`src/rtl/spi_arb_pkg.sv`:
```
`timescale 1ns/1ps
`default_nettype none
// ============================================================================
//  Module      : spi_arb_pkg
//  Description : Shared definitions for the SPI transmit arbiter: arbiter
//                state encoding and default parameter values.
//  Revision    : 1.0 - initial release
// ============================================================================
package spi_arb_pkg;

    localparam int unsigned DEF_WIDTH          = 16;
    localparam int unsigned DEF_GAP_CYCLES     = 2;
    localparam int unsigned DEF_TIMEOUT_CYCLES = 64;

    typedef enum logic [2:0] {
        ST_IDLE       = 3'd0,
        ST_LOAD       = 3'd1,
        ST_WAIT_START = 3'd2,
        ST_WAIT_END   = 3'd3,
        ST_GAP        = 3'd4
    } arb_state_t;

endpackage : spi_arb_pkg
`default_nettype wire

```
`src/rtl/spi_rr_pick.sv`:
```
`timescale 1ns/1ps
`default_nettype none
// ============================================================================
//  Module      : spi_rr_pick
//  Description : Two-way round-robin choice. When both requesters are valid
//                the one that did not win last time is chosen; a single valid
//                requester is always chosen.
//  Ports       : valid0, valid1 - request flags
//                lastGrant      - id of the previous winner
//                grant          - a winner exists this cycle
//                id             - winning requester (0/1)
//  Revision    : 1.0 - initial release
// ============================================================================
module spi_rr_pick
    import spi_arb_pkg::*;
(
    input  logic valid0,
    input  logic valid1,
    input  logic lastGrant,
    output logic grant,
    output logic id
);

    assign grant = valid0 | valid1;
    assign id    = (valid0 & valid1) ? ~lastGrant : valid1;

endmodule : spi_rr_pick
`default_nettype wire

```
`src/rtl/spi_tx_arbiter.sv`:
```
`timescale 1ns/1ps
`default_nettype none
// ============================================================================
//  Module      : spi_tx_arbiter
//  Description : Arbitrates two word requesters onto a single SPI transmitter
//                (SpiOut). A granted word is latched, SpiOut is started with a
//                one-cycle writeSPI strobe, the frame is tracked through chip
//                select, and an idle gap is enforced before the next grant.
//  Ports       : clock, resetN              - clock, async active-low reset
//                reqNValid/reqNData/reqNReady - requester N handshake (N=0,1)
//                spiData, writeSPI          - word and start strobe to SpiOut
//                masterChipSelectN          - SpiOut chip select (low = busy)
//                busy, grantId, errTimeout  - status
//  Options     : SPI_ARB_TIMEOUT_EN - bound both wait states by
//                TIMEOUT_CYCLES and abort the frame with errTimeout.
//  Revision    : 1.0 - initial release
// ============================================================================
module spi_tx_arbiter
    import spi_arb_pkg::*;
#(
    parameter int unsigned WIDTH          = DEF_WIDTH,
    parameter int unsigned GAP_CYCLES     = DEF_GAP_CYCLES,
    parameter int unsigned TIMEOUT_CYCLES = DEF_TIMEOUT_CYCLES
) (
    input  logic             clock,
    input  logic             resetN,
    input  logic             req0Valid,
    input  logic [WIDTH-1:0] req0Data,
    output logic             req0Ready,
    input  logic             req1Valid,
    input  logic [WIDTH-1:0] req1Data,
    output logic             req1Ready,
    output logic [WIDTH-1:0] spiData,
    output logic             writeSPI,
    input  logic             masterChipSelectN,
    output logic             busy,
    output logic             grantId,
    output logic             errTimeout
);

    localparam logic [4:0] c_GAP_LIM = 5'(GAP_CYCLES);

    arb_state_t       r_state;
    arb_state_t       w_next_state;
    logic             r_last_grant;
    logic             r_grant_id;
    logic [WIDTH-1:0] r_spi_data;
    logic [3:0]       r_gap_cnt;

    logic             w_pick_valid;
    logic             w_pick_id;
    logic             w_take;
    logic             w_gap_done;
    logic             w_to_expired;
    logic             w_err_timeout;

    spi_rr_pick u_pick (
        .valid0    (req0Valid),
        .valid1    (req1Valid),
        .lastGrant (r_last_grant),
        .grant     (w_pick_valid),
        .id        (w_pick_id)
    );

    // Readies are combinational from the requester valids, so they are also
    // masked by resetN to stay low while reset is asserted.
    assign w_take    = (r_state == ST_IDLE) & w_pick_valid & resetN;
    assign req0Ready = w_take & ~w_pick_id;
    assign req1Ready = w_take &  w_pick_id;

    assign writeSPI   = (r_state == ST_LOAD);
    assign busy       = (r_state != ST_IDLE);
    assign spiData    = r_spi_data;
    assign grantId    = r_grant_id;
    assign errTimeout = w_err_timeout;

    // GAP always lasts at least one cycle; GAP_CYCLES of 0 and 1 behave alike.
    assign w_gap_done = ({1'b0, r_gap_cnt} + 5'd1) >= c_GAP_LIM;

`ifdef SPI_ARB_TIMEOUT_EN
    localparam int unsigned c_TO_W    = $clog2(TIMEOUT_CYCLES) + 1;
    localparam logic [c_TO_W-1:0] c_TO_LAST = c_TO_W'(TIMEOUT_CYCLES - 1);

    logic [c_TO_W-1:0] r_to_cnt;
    logic              w_in_wait;

    assign w_in_wait    = (r_state == ST_WAIT_START) | (r_state == ST_WAIT_END);
    assign w_to_expired = w_in_wait & (r_to_cnt == c_TO_LAST);

    // Counts clocks spent in the current wait state; any state change clears it.
    always_ff @(posedge clock or negedge resetN) begin
        if (!resetN) begin
            r_to_cnt <= '0;
        end else if (r_state != w_next_state) begin
            r_to_cnt <= '0;
        end else if (w_in_wait) begin
            r_to_cnt <= r_to_cnt + 1'b1;
        end else begin
            r_to_cnt <= '0;
        end
    end
`else
    logic w_unused_timeout;
    assign w_unused_timeout = |TIMEOUT_CYCLES;
    assign w_to_expired     = 1'b0;
`endif

    always_comb begin
        w_next_state  = r_state;
        w_err_timeout = 1'b0;
        case (r_state)
            ST_IDLE: begin
                if (w_pick_valid) begin
                    w_next_state = ST_LOAD;
                end
            end
            ST_LOAD: begin
                w_next_state = ST_WAIT_START;
            end
            ST_WAIT_START: begin
                if (!masterChipSelectN) begin
                    w_next_state = ST_WAIT_END;
                end else if (w_to_expired) begin
                    w_next_state  = ST_GAP;
                    w_err_timeout = 1'b1;
                end
            end
            ST_WAIT_END: begin
                if (masterChipSelectN) begin
                    w_next_state = ST_GAP;
                end else if (w_to_expired) begin
                    w_next_state  = ST_GAP;
                    w_err_timeout = 1'b1;
                end
            end
            ST_GAP: begin
                if (w_gap_done) begin
                    w_next_state = ST_IDLE;
                end
            end
            default: begin
                w_next_state = ST_IDLE;
            end
        endcase
    end

    always_ff @(posedge clock or negedge resetN) begin
        if (!resetN) begin
            r_state <= ST_IDLE;
        end else begin
            r_state <= w_next_state;
        end
    end

    // Grant bookkeeping and word capture; lastGrant resets to 1 so that
    // requester 0 wins the first contested grant.
    always_ff @(posedge clock or negedge resetN) begin
        if (!resetN) begin
            r_last_grant <= 1'b1;
            r_grant_id   <= 1'b0;
            r_spi_data   <= '0;
        end else if (w_take) begin
            r_last_grant <= w_pick_id;
            r_grant_id   <= w_pick_id;
            r_spi_data   <= w_pick_id ? req1Data : req0Data;
        end
    end

    always_ff @(posedge clock or negedge resetN) begin
        if (!resetN) begin
            r_gap_cnt <= '0;
        end else if ((r_state == ST_GAP) && !w_gap_done) begin
            r_gap_cnt <= r_gap_cnt + 4'd1;
        end else begin
            r_gap_cnt <= '0;
        end
    end

endmodule : spi_tx_arbiter
`default_nettype wire
```
`config.mk`:
```
export PLATFORM = sky130hd
export DESIGN_NAME = spi_tx_arbiter
export DESIGN_NICKNAME = d
export VERILOG_FILES = /design/src/rtl/spi_arb_pkg.sv /design/src/rtl/spi_rr_pick.sv /design/src/rtl/spi_tx_arbiter.sv
export SDC_FILE = /design/constraint.sdc
export NUM_CORES = 1
export LEC_CHECK = 0
export BUFFER_PORTS_ARGS = -buffer_cell sky130_fd_sc_hd__buf_4
export CAP_MARGIN = 25
export CORE_MARGIN = 2
export CORE_UTILIZATION = 39
export CTS_CLUSTER_DIAMETER = 60
export CTS_CLUSTER_SIZE = 24
export DETAILED_ROUTE_END_ITERATION = 10
export HOLD_SLACK_MARGIN = 0.08
export PLACE_DENSITY = 0.69
export SLEW_MARGIN = 20
export SYNTH_ARGS = -nofsm -noshare
export SYNTH_HDL_FRONTEND = slang
export SYNTH_SLANG_ARGS = --single-unit
```
`constraint.sdc`:
```
create_clock -name clock -period 3.4 [get_ports clock]
set_input_delay 0.34 -clock clock [delete_from_list [all_inputs] [get_ports clock]]
set_output_delay 0.34 -clock clock [all_outputs]
set_load 0.005 [all_outputs]
```
==> results of run 1 <==
==> per-stage QoR <==
stage | power, W | std cells | util, %
floorplan | 0.0007727 | 119 | -
global placement | 0.0009837 | 211 | 55.24
detailed placement | 0.0009981 | 211 | 55.24
CTS | 0.001129 | 216 | 56.42
global route | 0.001195 | 216 | 56.42
finish | 0.001117 | 216 | 56.42
==> logic make-up (layout without fill, tap and decap cells) <==
logic type	after synthesis	count (layout)	synth area share, %
buffers and inverters	11	64	6.751
AO/OA/AOI/OAI	25	25	16.93
other	1	4	0.2933
flip-flops	25	25	49.02
AND/OR/NAND/NOR	51	51	24.37
adder cells (fa/ha/maj)	2	2	1.957
XOR/XNOR	1	1	0.6851
==> worst max-delay path, delay by kind of cell <==
| kind | cells | cell delay (ns) |
|---|---|---|
| buffers and inverters | 4 | 1.22 |
| AND/OR/NAND/NOR | 2 | 0.76 |
==> per-layer routing <==
layer	track usage, %	up-vias
met3	1.471	4
met1	21.09	554
met4	4.658	0
li1	-	533
met2	28.88	43
met5	0	-
==> sequential cells by signal (all words and copies together), names as in the netlist <==
signal        cells
grantId           1
r_gap_cnt         4
r_last_grant      1
r_state           3
spiData          16
==> final timing paths <==
kind	startpoint	endpoint	cells past startpoint
max in group asynchronous	resetN	r_last_grant	2
min in group asynchronous	resetN	grantId	2
setup reg to reg	r_state[1]	spiData[10]	3
hold / removal	req1Data[3]	spiData[3]	2
setup / recovery	resetN	req1Ready	6
hold reg to reg	grantId	grantId	1
==> layout by cell type (no fill, tap or decap), types with 2 or more instances in the layout <==
cell type  instances
a21oi_1            3
nand2_1           19
conb_1             4
dfrtp_1           24
buf_4             58
ha_1               2
a221o_1           16
clkbuf_4           3
nor2_1             5
nor3_1             8
nor3_2            10
==> cell type report <==
cell class                 count  area, um2
clock buffer                   4      26.28
fill                         281       1341
inverter                       1      3.754
multi-input combinational     83      579.3
sequential                    25      626.9
tap                           44      55.05
timing repair buffer          59      445.4
==> power groups by stage <==
| stage | combinational [W] | sequential (W) | clock [W] |
|---|---|---|---|
| after floorplan | 0.000265 | 0.000508 | 0 |
| after global placement | 0.000473 | 0.000511 | 0 |
| after detailed placement | 0.000485 | 0.000513 | 0 |
| after CTS | 0.000489 | 0.000507 | 0.000133 |
| after global routing | 0.000532 | 0.000522 | 0.000141 |
| final | 0.000481 | 0.000508 | 0.000128 |
==> timing repair <==
| action | 4_1_cts | 5_1_grt |
|---|---|---|
| hold endpoints to repair | 24 | 0 |
| hold buffers | 1 | 0 |
| setup buffers | 0 | 0 |
==> flow_summary.ini, run 1 <==
[outcome]
outcome = finished, final reports clean

[placement]
place_hpwl_um = 2277
pre_cts_slack_ns = 1.259
gp_congestion = 0.7299
place_area_mm2 = 0.001700
portBuffers = 57

[sta]
tns_ns = 0
finalHoldViolations = 0
setup_viol = 0
relSlewSlack_pct = 38.97
max_freq_ghz = 0.3738
fin_crit_ns = 2.675
timing.hold.ws_ns = 0.2541
max_slew.worst_pin.slew_ns = 0.9114
finalClockSkew_ns = 0.002161
rsz0062_at_grt = false
slew_violations = 0
finalWorstSetupSlack_ns = 0.7246
period_share_pct = 78.69

[grt]
antenna_found_initial = 0
grtUsageTotal_pct = 16.26
grt_max_degree = 28
grt-ovfl-total = 0
grt_pass1_vias = 1019
grt_first_pass_wirelength_um = 4560

[pwr]
internal_power_w = 0.0007446
ir_worst_vdd_mv = 0.2746
switching_share_pct = 33.34
p_per_area_mw_per_mm2 = 643.2
leakagePower_nw = 0.8303
power_frac_comb_pct = 43.0
power_frac_clock_pct = 11.4
seqPwrFrac_pct = 45.5
p_switching_w = 0.0003723

[synth]
synthTopCellsByCount = 24 x dfrtp_1, 19 x nand2_1, 16 x a221o_1
yosys.area.top_type = dfrtp_1
synth_edf_count = 0
ys_warn_count = 0
yosysMostFrequentCell = dfrtp_1
yosys_most_used_dff = dfrtp_1
seq_area_frac_synth_pct = 49.02
synth_area_mm2 = 0.001279
avgSynthCellArea_um2 = 11.02
yosys-top-cells-area = dfrtp_1 47%, a221o_1 13%, nor3_2 7.8%, nand2_1 5.6%, nor3_1 3.1%
syn_inst = 116
ys_seq_elements = 25
ys_types = 32
async_reset_ff_share_pct = 100.0
synth_top_area_share_pct = 46.97

[critical_path]
cp-start-kind = primary input
slowest_delay_ns = 0.53
r2r_slack_ns = 1.50
criticalPathCategory = primary input to output pin
cp.arrival_ns = 2.34
cpMaxStageDelayCell = dlygate4sd3_1
cp_cell_sequence = dlygate4sd3_1 -> buf_4 -> nor4b_4 -> and3_1 -> buf_4 -> buf_4
worst_setup_path_end_kind = output pin
crit_fanout = 27
required_ns = 3.06
critical-path-top-cell-by-count = buf_4

[floorplan]
boundaryPins = 59
dieArea_mm2 = 0.003753
die_h_um = 61.26
start_util_pct = 41.54
fp.coreArea_mm2 = 0.003078
rows = 20
die_w_um = 61.26

[detailed_routing]
dr_total_vias = 1134
wl_per_cell_um = 14.32
wl_met2_um = 1545
drtIter0Drc = 67
totalWireLength_um = 3094
met3WireLength_um = 175
top_layer = met4
drt_first_pass_iters = 4
routed_via_density = 5.250
wl_met1_um = 1338
ant_nets = 0
drc_errors = 0

[clock_tree]
path_clk_slew_ns = 0.13
numCtsBuffers = 3
root_buffer = clkbuf_4
cts_buffer_depth = 2
cts_resized = 0
ctsHtreeMaxLevel = 1
cts_sinks = 25
clk_latency_ns = 0.31
cts_tree = built

[layout]
syn_to_final_growth_pct = 35.81
fin_nets = 212
diodes = 0
drive_gt1_share_pct = 44.77
fin_area_mm2 = 0.001737

[flow_run]
maxCapViolCount = 0

[min_path]
hold_path_class = primary input to flip-flop
(Power assumes the default switching activity.)
==> run 2: changes to the inputs <==
- clock period: 3.4 -> 2.7 ns (I/O delays scaled with it)
==> flow_summary.ini, run 2 (synthesis gave the netlist of run 1 again) <==
[floorplan]
die_w_um = 61.26
dieArea_mm2 = 0.003753
die_h_um = 61.26
rows = 20
boundaryPins = 59
fp.coreArea_mm2 = 0.003078
start_util_pct = 41.54

[min_path]
holdPathEnd = spiData[9]
hp-start = req1Data[9]
whs_path_depth = 2
hold_path_class = primary input to flip-flop

[critical_path]
rr_endpoint = spiData[7]
worst_setup_path_end_kind = output pin
r2r_start = r_state[1]
cpMaxStageDelayCell = dlygate4sd3_1
cp.arrival_ns = 2.20
cp.depth = 5
cp_cell_sequence = dlygate4sd3_1 -> buf_4 -> nor4b_4 -> and3_1 -> buf_4
crit_family = buffers and inverters
critical_path_buf_inv_count = 3
rr_worst_depth = 3
cp-start-kind = primary input
r2r_slack_ns = 0.79
crit_fanout = 27
required_ns = 2.43
criticalPathCategory = primary input to output pin
critical-path-top-cell-by-count = buf_4
slowest_delay_ns = 0.52

[sta]
fin_crit_ns = 2.465
finalHoldViolations = 0
period_share_pct = 91.31
tns_ns = 0
setup_viol = 0
relSlewSlack_pct = 39.26
finalClockSkew_ns = 0.008113
max_slew.worst_pin.slew_ns = 0.9070
slew_violations = 0
finalWorstSetupSlack_ns = 0.2345
rsz0062_at_grt = false
max_freq_ghz = 0.4056

[clock_tree]
clk_latency_ns = 0.31
cts_buffer_depth = 2
path_clk_slew_ns = 0.14
cts_sinks = 25
ctsHtreeMaxLevel = 1
cts_tree = built
root_buffer = clkbuf_4
numCtsBuffers = 3

[layout]
syn_to_final_growth_pct = 36.11
fin_nets = 212
layout_common_cells = 58 x buf_4, 24 x dfrtp_1, 19 x nand2_1
regArea_um2 = 626.9
final_common_cell = buf_4
drive_gt1_share_pct = 45.35
stdcell_count = 216
diodes = 0
largest_reg_flops = 16
multi_input_area_um2 = 579.3
fillCellCount = 280

[pwr]
internal_power_w = 0.0009358
seqPwrFrac_pct = 45.6
ir_worst_vdd_mv = 0.2981
p_switching_w = 0.0004771
switching_share_pct = 33.77
power_frac_clock_pct = 11.9
power_frac_comb_pct = 42.5
p_per_area_mw_per_mm2 = 811.8
leakagePower_nw = 0.8292

[outcome]
outcome = finished, final reports clean

[grt]
grt_max_degree = 28
grtUsageTotal_pct = 16.75
grt-ovfl-total = 0
antenna_found_initial = 0
grt_pass1_vias = 1079
grt_first_pass_wirelength_um = 4747

[placement]
dp.cells = 211
pre_cts_slack_ns = 0.7252
gp_congestion = 0.7561
place_hpwl_um = 2311
portBuffers = 57

[detailed_routing]
wl_per_cell_um = 14.28
routed_via_density = 5.162
ant_nets = 0
drc_errors = 0
drtIter0Drc = 96
dr_total_vias = 1115
totalWireLength_um = 3085
drt_first_pass_iters = 4

[flow_run]
maxCapViolCount = 0
## run 2: changes by cell type in the layout (fill, tap and decap cells not counted)
cell / delta
clkbuf_1: -1
clkinvlp_4: +1
## run 2: cell type report
cell class	count	share of cell area (%)
Sequential cell	25	36.02
Timing Repair Buffer	59	25.59
Clock buffer	3	1.294
Inverter	1	0.2157
Clock inverter	1	0.4313
Tap cell	44	3.163
Multi-Input combinational cell	83	33.29
## run 2: layer usage
metal	GRT usage [%]	share of wire, %	up-vias
li1	-	-	535
met1	22.16	42	541
met2	28.42	52	37
met3	2.101	5.3	2
met4	5.590	0.62	0
met5	0	0	-
## run 2: through the flow
step	total power [W]	utilization, %	hold WS [ns]	instance area, um2
4_1_cts	0.001431	56.54	0.1674	1740
2_1_floorplan	0.0009731	-	-0.02559	1290
3_3_place_gp	0.001240	55.24	0.1963	1700
5_1_grt	0.001516	56.54	0.1492	1740
3_5_place_dp	0.001259	55.24	0.1997	1700
6_report	0.001413	56.54	0.1752	1740
## run 2: how the worst max path moves through the flow
stage / startpoint / endpoint / slack [ns]
after floorplan: r_state[1] / spiData[11] / 1.12
after global placement: resetN / spiData[10] / 0.76
after detailed placement: resetN / spiData[10] / 0.73
after CTS: resetN / req1Ready / 0.20
after global routing: resetN / req1Ready / 0.05
final: resetN / req1Ready / 0.23
## run 2: power by group through the flow
stage / Combinational, W / Sequential (W) / Clock, W
after floorplan: 0.000334 / 0.000639 / 0
after global placement: 0.000595 / 0.000645 / 0
after detailed placement: 0.000606 / 0.000653 / 0
after CTS: 0.000611 / 0.000645 / 0.000175
after global routing: 0.000661 / 0.000663 / 0.000192
final: 0.000601 / 0.000645 / 0.000167
## run 2: what timing repair did
action	4_1_cts	5_1_grt
endpoints found under the hold margin	24	0
resized for setup	0	0
setup buffers	0	0
hold buffers	1	0
